<file path="config.mk">
export PLATFORM = sky130hd
export DESIGN_NAME = cpu5_mem_arbiter
export DESIGN_NICKNAME = d
export VERILOG_FILES = /design/src/rtl/cpu5_mem_arbiter.sv
export SDC_FILE = /design/constraint.sdc
export NUM_CORES = 1
export LEC_CHECK = 0
export CAP_MARGIN = 20
export CORE_ASPECT_RATIO = 1.5
export CORE_UTILIZATION = 36
export CTS_CLUSTER_DIAMETER = 200
export CTS_CLUSTER_SIZE = 8
export DETAILED_ROUTE_END_ITERATION = 8
export GPL_TIMING_DRIVEN = 0
export PLACE_DENSITY = 0.89
export SKIP_CTS_REPAIR_TIMING = 1
export SYNTH_ARGS = -nofsm -noshare
export SYNTH_HDL_FRONTEND = slang
export SYNTH_SLANG_ARGS = --single-unit
</file>
<file path="constraint.sdc">
create_clock -name clk -period 2.35 [get_ports clk]
set_input_delay 0.235 -clock clk [delete_from_list [all_inputs] [get_ports clk]]
set_output_delay 0.235 -clock clk [all_outputs]
set_load 0.02 [all_outputs]
</file>
<file path="src/rtl/cpu5_mem_arbiter.sv">
// Arbiter sharing one single-port unified memory between the fetch and load/store ports.
// Optional CPU5_ARB_RR_EN selects round-robin arbitration instead of D-priority with starve guard.
module cpu5_mem_arbiter #(
  parameter int unsigned XLEN       = 32,
  parameter int unsigned AW         = 8,
  parameter int unsigned MEM_LAT    = 1,
  parameter int unsigned STARVE_MAX = 4
) (
  input  logic            clk,
  input  logic            reset,
  input  logic            i_req,
  input  logic [AW-1:0]   i_addr,
  output logic            i_gnt,
  output logic            i_rvalid,
  output logic [XLEN-1:0] i_rdata,
  input  logic            d_req,
  input  logic            d_we,
  input  logic [AW-1:0]   d_addr,
  input  logic [XLEN-1:0] d_wdata,
  output logic            d_gnt,
  output logic            d_rvalid,
  output logic [XLEN-1:0] d_rdata,
  output logic            m_en,
  output logic            m_we,
  output logic [AW-1:0]   m_addr,
  output logic [XLEN-1:0] m_wdata,
  input  logic [XLEN-1:0] m_rdata
);

  typedef enum logic [1:0] {StIdle, StIssue, StWait} state_e;

  state_e          state_q, state_d;
  logic            owner_q, owner_d;  // 1 = data port owns the access
  logic [2:0]      lat_q, lat_d;
  logic            m_we_q, m_we_d;
  logic [AW-1:0]   m_addr_q, m_addr_d;
  logic [XLEN-1:0] m_wdata_q, m_wdata_d;

  logic done, arb, any_req, pick_d;

  assign done    = (state_q == StWait) && (lat_q == 3'd1);
  assign arb     = (state_q == StIdle) || done;
  assign any_req = i_req | d_req;

`ifdef CPU5_ARB_RR_EN
  // On a tie the port that did not own the last access wins.
  assign pick_d = d_req && (!i_req || !owner_q);
`else
  logic [3:0] starve_q, starve_d;

  always_comb begin
    pick_d   = d_req && !(i_req && (starve_q == 4'(STARVE_MAX)));
    starve_d = starve_q;
    if (arb) begin
      if (!i_req || !pick_d) begin
        starve_d = '0;
      end else if (starve_q < 4'(STARVE_MAX)) begin
        starve_d = starve_q + 4'd1;
      end
    end
  end

  always_ff @(posedge clk or negedge reset) begin
    if (!reset) begin
      starve_q <= '0;
    end else begin
      starve_q <= starve_d;
    end
  end
`endif

  always_comb begin
    state_d   = state_q;
    owner_d   = owner_q;
    lat_d     = lat_q;
    m_we_d    = m_we_q;
    m_addr_d  = m_addr_q;
    m_wdata_d = m_wdata_q;
    case (state_q)
      StIssue: begin
        lat_d   = 3'(MEM_LAT);
        state_d = StWait;
      end
      StWait:  lat_d = lat_q - 3'd1;
      default: ;
    endcase
    if (arb) begin
      if (any_req) begin
        state_d  = StIssue;
        owner_d  = pick_d;
        m_addr_d = pick_d ? d_addr : i_addr;
        m_we_d   = pick_d & d_we;
        if (pick_d) begin
          m_wdata_d = d_wdata;
        end
      end else begin
        state_d = StIdle;
      end
    end
  end

  always_ff @(posedge clk or negedge reset) begin
    if (!reset) begin
      state_q   <= StIdle;
      owner_q   <= 1'b0;
      lat_q     <= '0;
      m_we_q    <= 1'b0;
      m_addr_q  <= '0;
      m_wdata_q <= '0;
    end else begin
      state_q   <= state_d;
      owner_q   <= owner_d;
      lat_q     <= lat_d;
      m_we_q    <= m_we_d;
      m_addr_q  <= m_addr_d;
      m_wdata_q <= m_wdata_d;
    end
  end

  assign m_en     = (state_q == StIssue);
  assign m_we     = m_we_q;
  assign m_addr   = m_addr_q;
  assign m_wdata  = m_wdata_q;
  assign i_gnt    = m_en && !owner_q;
  assign d_gnt    = m_en && owner_q;
  assign i_rvalid = done && !owner_q;
  assign d_rvalid = done && owner_q;
  assign i_rdata  = i_rvalid ? m_rdata : '0;
  // Store acknowledges return zero data.
  assign d_rdata  = (d_rvalid && !m_we_q) ? m_rdata : '0;

endmodule

</file>
==> Word-level counts from Yosys, hierarchy flattened <==
Cells that the tools add are included.
{ "word_totals": {"ff_bits": 51, "output_inout_bits": 110} }
{ "op_classes": {"n_addsub": 2, "order_cmp": 1, "n_eq_ne": 4, "muxes": 9, "bitwise": 2, "n_reduce_logical": 22} }
{ "ops": {"columns": ["cell", "count"], "rows": [
  ["$mux W32", 2],
  ["$logic_and A1 B1 Y1", 8],
  ["$mux W4", 2],
  ["$mux W8", 1],
  ["$pmux W3 S2", 1],
  ["$reduce_bool A2 Y1", 3],
  ["$logic_not A1 Y1", 5],
  ["$add A4 B1 Y4 const B", 1],
  ["$eq A4 B3 Y1 const B", 1],
  ["$lt A4 B3 Y1 const B", 1],
  ["$mux W2", 2],
  ["$reduce_and A2 Y1", 2],
  ["$eq A3 B1 Y1 const B", 1],
  ["$reduce_and A3 Y1", 1],
  ["$sub A3 B1 Y3 const B", 1],
  ["$eq A2 B1 Y1 const B", 1],
  ["$eq A2 B2 Y1 const B", 1],
  ["$logic_not A2 Y1", 1],
  ["$logic_or A1 B1 Y1", 2],
  ["$and A1 B1 Y1", 1],
  ["$mux W1", 1],
  ["$or A1 B1 Y1", 1]
]} }

==> Logic depth before layout (Yosys ltp) <==
{ "logic_depth": {"depth_word": 8, "mapped_depth": 9, "depth_no_buf": 6} }

==> Worst setup path before layout <==
No wires, ideal clock.
{ "synth_path": {"path_kind": "reg2out", "from": "reg state_q[0]", "to": "out d_rdata[21]", "arrival_ns": 1.756, "t_required_ns": 2.115, "setup_slack_ns": 0.359, "stages_incl_launch_ff": 8, "cell_sequence": "dfrtp_1 > inv_1 > ha_1 > and3b_1 > buf_6 > and2_2 > clkbuf_1 > and3_1"} }
{ "synth_via": {"elab_chain_len": 5} }
{ "synth_rtl": {"columns": ["item", "line_no", "source"], "rows": [
  ["from (decl)", "32", "state_e state_q, state_d;"],
  ["from (signal assigned)", "104", "state_q <= StIdle;"],
  ["from (signal assigned)", "111", "state_q <= state_d;"],
  ["$eq A2 B2 Y1", "41", "assign done = (state_q == StWait) && (lat_q == 3'd1);"],
  ["$logic_and A1 B1 Y1", "41", null],
  ["$logic_and A1 B1 Y1", "127", "assign d_rvalid = done && owner_q;"],
  ["via d_rvalid", "21", "output logic d_rvalid,"],
  ["$logic_and A1 B1 Y1", "130", "assign d_rdata = (d_rvalid && !m_we_q) ? m_rdata : '0;"],
  ["$mux W32", "130", null],
  ["to (decl)", "22", "output logic [XLEN-1:0] d_rdata,"]
]} }
The timed path passes the listed nets, and every way through them passes these cells.

==> Worst setup path in the final report <==
{ "layout_path": {"from": "reg state_q[0]", "to": "out d_rdata[13]"} }
{ "layout_via": {"elab_chain_len": 5} }
{ "layout_rtl": {"columns": ["item", "line_no"], "rows": [
  ["$eq A2 B2 Y1", "41"],
  ["$logic_and A1 B1 Y1", "41"],
  ["$logic_and A1 B1 Y1", "127"],
  ["$logic_and A1 B1 Y1", "130"],
  ["$mux W32", "130"]
]} }
No other way between the ends.

==> impl_metrics.ini <==
[cells_and_area]
stdcell_count = 560
drive_above_1_share_pct = 21.4
layout.cell_area.non_filler_sq_mm = 0.00509
syn2layout_area_growth_pct = 78.7
nNetsFinal = 548

[synth]
synth.distinct_cells = 30
synth-seq-cells = 51
synth_warnings = 0
yosysTopAreaCellShare_pct = 44.8
synth.area.top_cells = dfrtp_1, mux2_4, and3_1, o221a_2, ha_1
avgSynthCellArea_sq_um = 11.3
synth_most_common_cell = and3_1
synth_area_sq_mm = 0.00285
yosysTopAreaCell = dfrtp_1
async_reset_ff_share_pct = 100
synthCells = 253
synthesis.nets = 345
ys_seq_area_share_pct = 44.8
synth_edf_count = 0
netlist_top_cells_count = and3_1, dfrtp_1, mux2_4
synthFlopType = dfrtp_1

[power]
power.total_uw = 6020
p_leak_uw = 0.00313
ir_drop_uv = 824
power_density_mw_per_mm2 = 1180

[worst_setup_path]
start_kind = flop
cp.required_ps = 2120
critPathCaptureType = output pin
path_max_fanout = 10
crit_type = reg2out
cp_data_arrival_time_ps = 2010

[place]
detailed_place_hpwl_um = 7460
placed_area_sq_mm = 0.00494
place_inst = 550
gp_congestion = 0.795
portBuffers = 194
pre_cts_ws_ps = -190

[floorplanning]
die_area_sq_mm = 0.00829
fp-row-count = 39
fp.coreArea_sq_mm = 0.00766
num_io_pins = 195
dieWidth_um = 74.7
initial_utilization_pct = 37.2
dieHeight_um = 111

[sta]
finalSetupViolations = 0
max_slew_margin_pct = 64.1
slew_violations = 0
fin_crit_sh_pct = 95.6
final_hold_viol_count = 0
setup_ws_ps = 103
max_freq_mhz = 445
worst_pin_slew_ps = 534
layout_min_cycle_time_ps = 2250
fin_skew_ps = 11.4

[detailed_routing]
post-route-drc-count = 0
vias = 2775
detail-route-antenna-nets = 0
drt_iter0_markers = 83
dr.pass1.iters = 4
wl_per_cell_um = 16.9
routed_via_density = 4.96
wirelength_um = 9450

[global_route]
grt_pass1_vias = 2886
antenna_found_initial = 4
grt.met3_usage_pct = 9.73
use_met1_pct = 22.2
use_met2_pct = 40.1
overflow = 0
grt_max_degree = 41
grt_use_total_pct = 22.5
busiest_layer = met2
grt_pass1_wl_um = 14100

[clocking]
path_clk_slew_ps = 80
cts_tree = yes
cts_max_path_buffers = 2
root_buffer = clkbuf_16
htreeDepth = 2
cts_buffers = 5
numClockSinks = 51
clk_latency_ps = 300

[run_status]
status = finished, final reports clean

[run]
drv_cap = 0

[worst_hold_path]
hold_class = in2async
[area by class of cell]
class                           count  area (sq um)
Inverter                           11          41.3
Timing Repair Buffer              196          1920
Tap cell                          102           128
Multi-Input combinational cell    172          1400
Fill cell                         564          2570
Sequential cell                    51          1280
Clock inverter                      3          43.8
Antenna cell                        1          2.50
Buffer                             19           154
Clock buffer                        5           125
[worst paths after layout]
check,depth (start not counted),endpoint,startpoint,slack (ps)
max,8,d_rdata[13],state_q[0]$_DFFE_PN0P_,100
min,2,m_wdata[9]$_DFFE_PN0P_,reset,370
max reg2reg,9,m_wdata[15]$_DFFE_PN0P_,state_q[0]$_DFFE_PN0P_,340
min reg2reg,1,m_wdata[13]$_DFFE_PN0P_,m_wdata[13]$_DFFE_PN0P_,510
max in group asynchronous,3,m_addr[2]$_DFFE_PN0P_,reset,1470
min in group clk,1,m_wdata[13]$_DFFE_PN0P_,m_wdata[13]$_DFFE_PN0P_,510
[kinds of logic after synthesis]
group	share of synthesized area (%)
simple gates	22.7
compound gates	6.45
flops	44.8
mux	16.8
fa+ha+maj	3.07
buf+inv	6.19
[layout by cell type (no fill, tap or decap), types with 2 or more instances in the layout]
master	instances
a21oi_1	2
a22o_1	2
and3_1	61
and3_2	3
buf_12	4
buf_6	3
clkbuf_1	7
clkbuf_16	5
clkbuf_2	31
clkbuf_4	2
clkdlybuf4s50_1	127
dfrtp_1	51
dlymetal6s2s_1	38
ha_1	6
inv_1	11
mux2_2	4
mux2_4	29
nand2_1	18
nand3_1	10
nand3b_1	3
nor2_1	6
o21a_1	2
o21ai_0	7
o221a_2	8
[power breakdown]
part	total [uW]	internal [uW]	switching, uW
combinational	3630	1890	1740
sequential	1550	1300	252
clock	836	503	333
total	6020	3690	2320
[layer usage]
metal  vias up  share of wire, %
li1       1307                 -
met1      1298                34
met2       152                52
met3        16                12
met4         2               2.0
met5         -              0.14
[state kept, by name, indices dropped and copies added, names as in the netlist]
signal	flops
lat_q	3
m_addr	8
m_wdata	32
m_we	1
owner_q	1
starve_q	4
state_q	2
[critical path, cell delays in order (launching register included)]
cell and delay, ps:
dfrtp_1 400, inv_1 100, ha_2 220, and3b_1 180, buf_6 130, and2_4 180
clkbuf_4 180, and3_1 170, clkbuf_2 170
[through the flow]
step	setup TNS, ps	utilization, %	hold WS [ps]
2_1_floorplan	0	-	-60.6
3_3_place_gp	-21200	64.2	487
3_5_place_dp	-4830	64.4	138
4_1_cts	-23970	66.6	-179
5_1_grt	-4.29	66.5	399
6_report	0	66.5	367
Note: power is estimated with default switching activity, not from simulation.
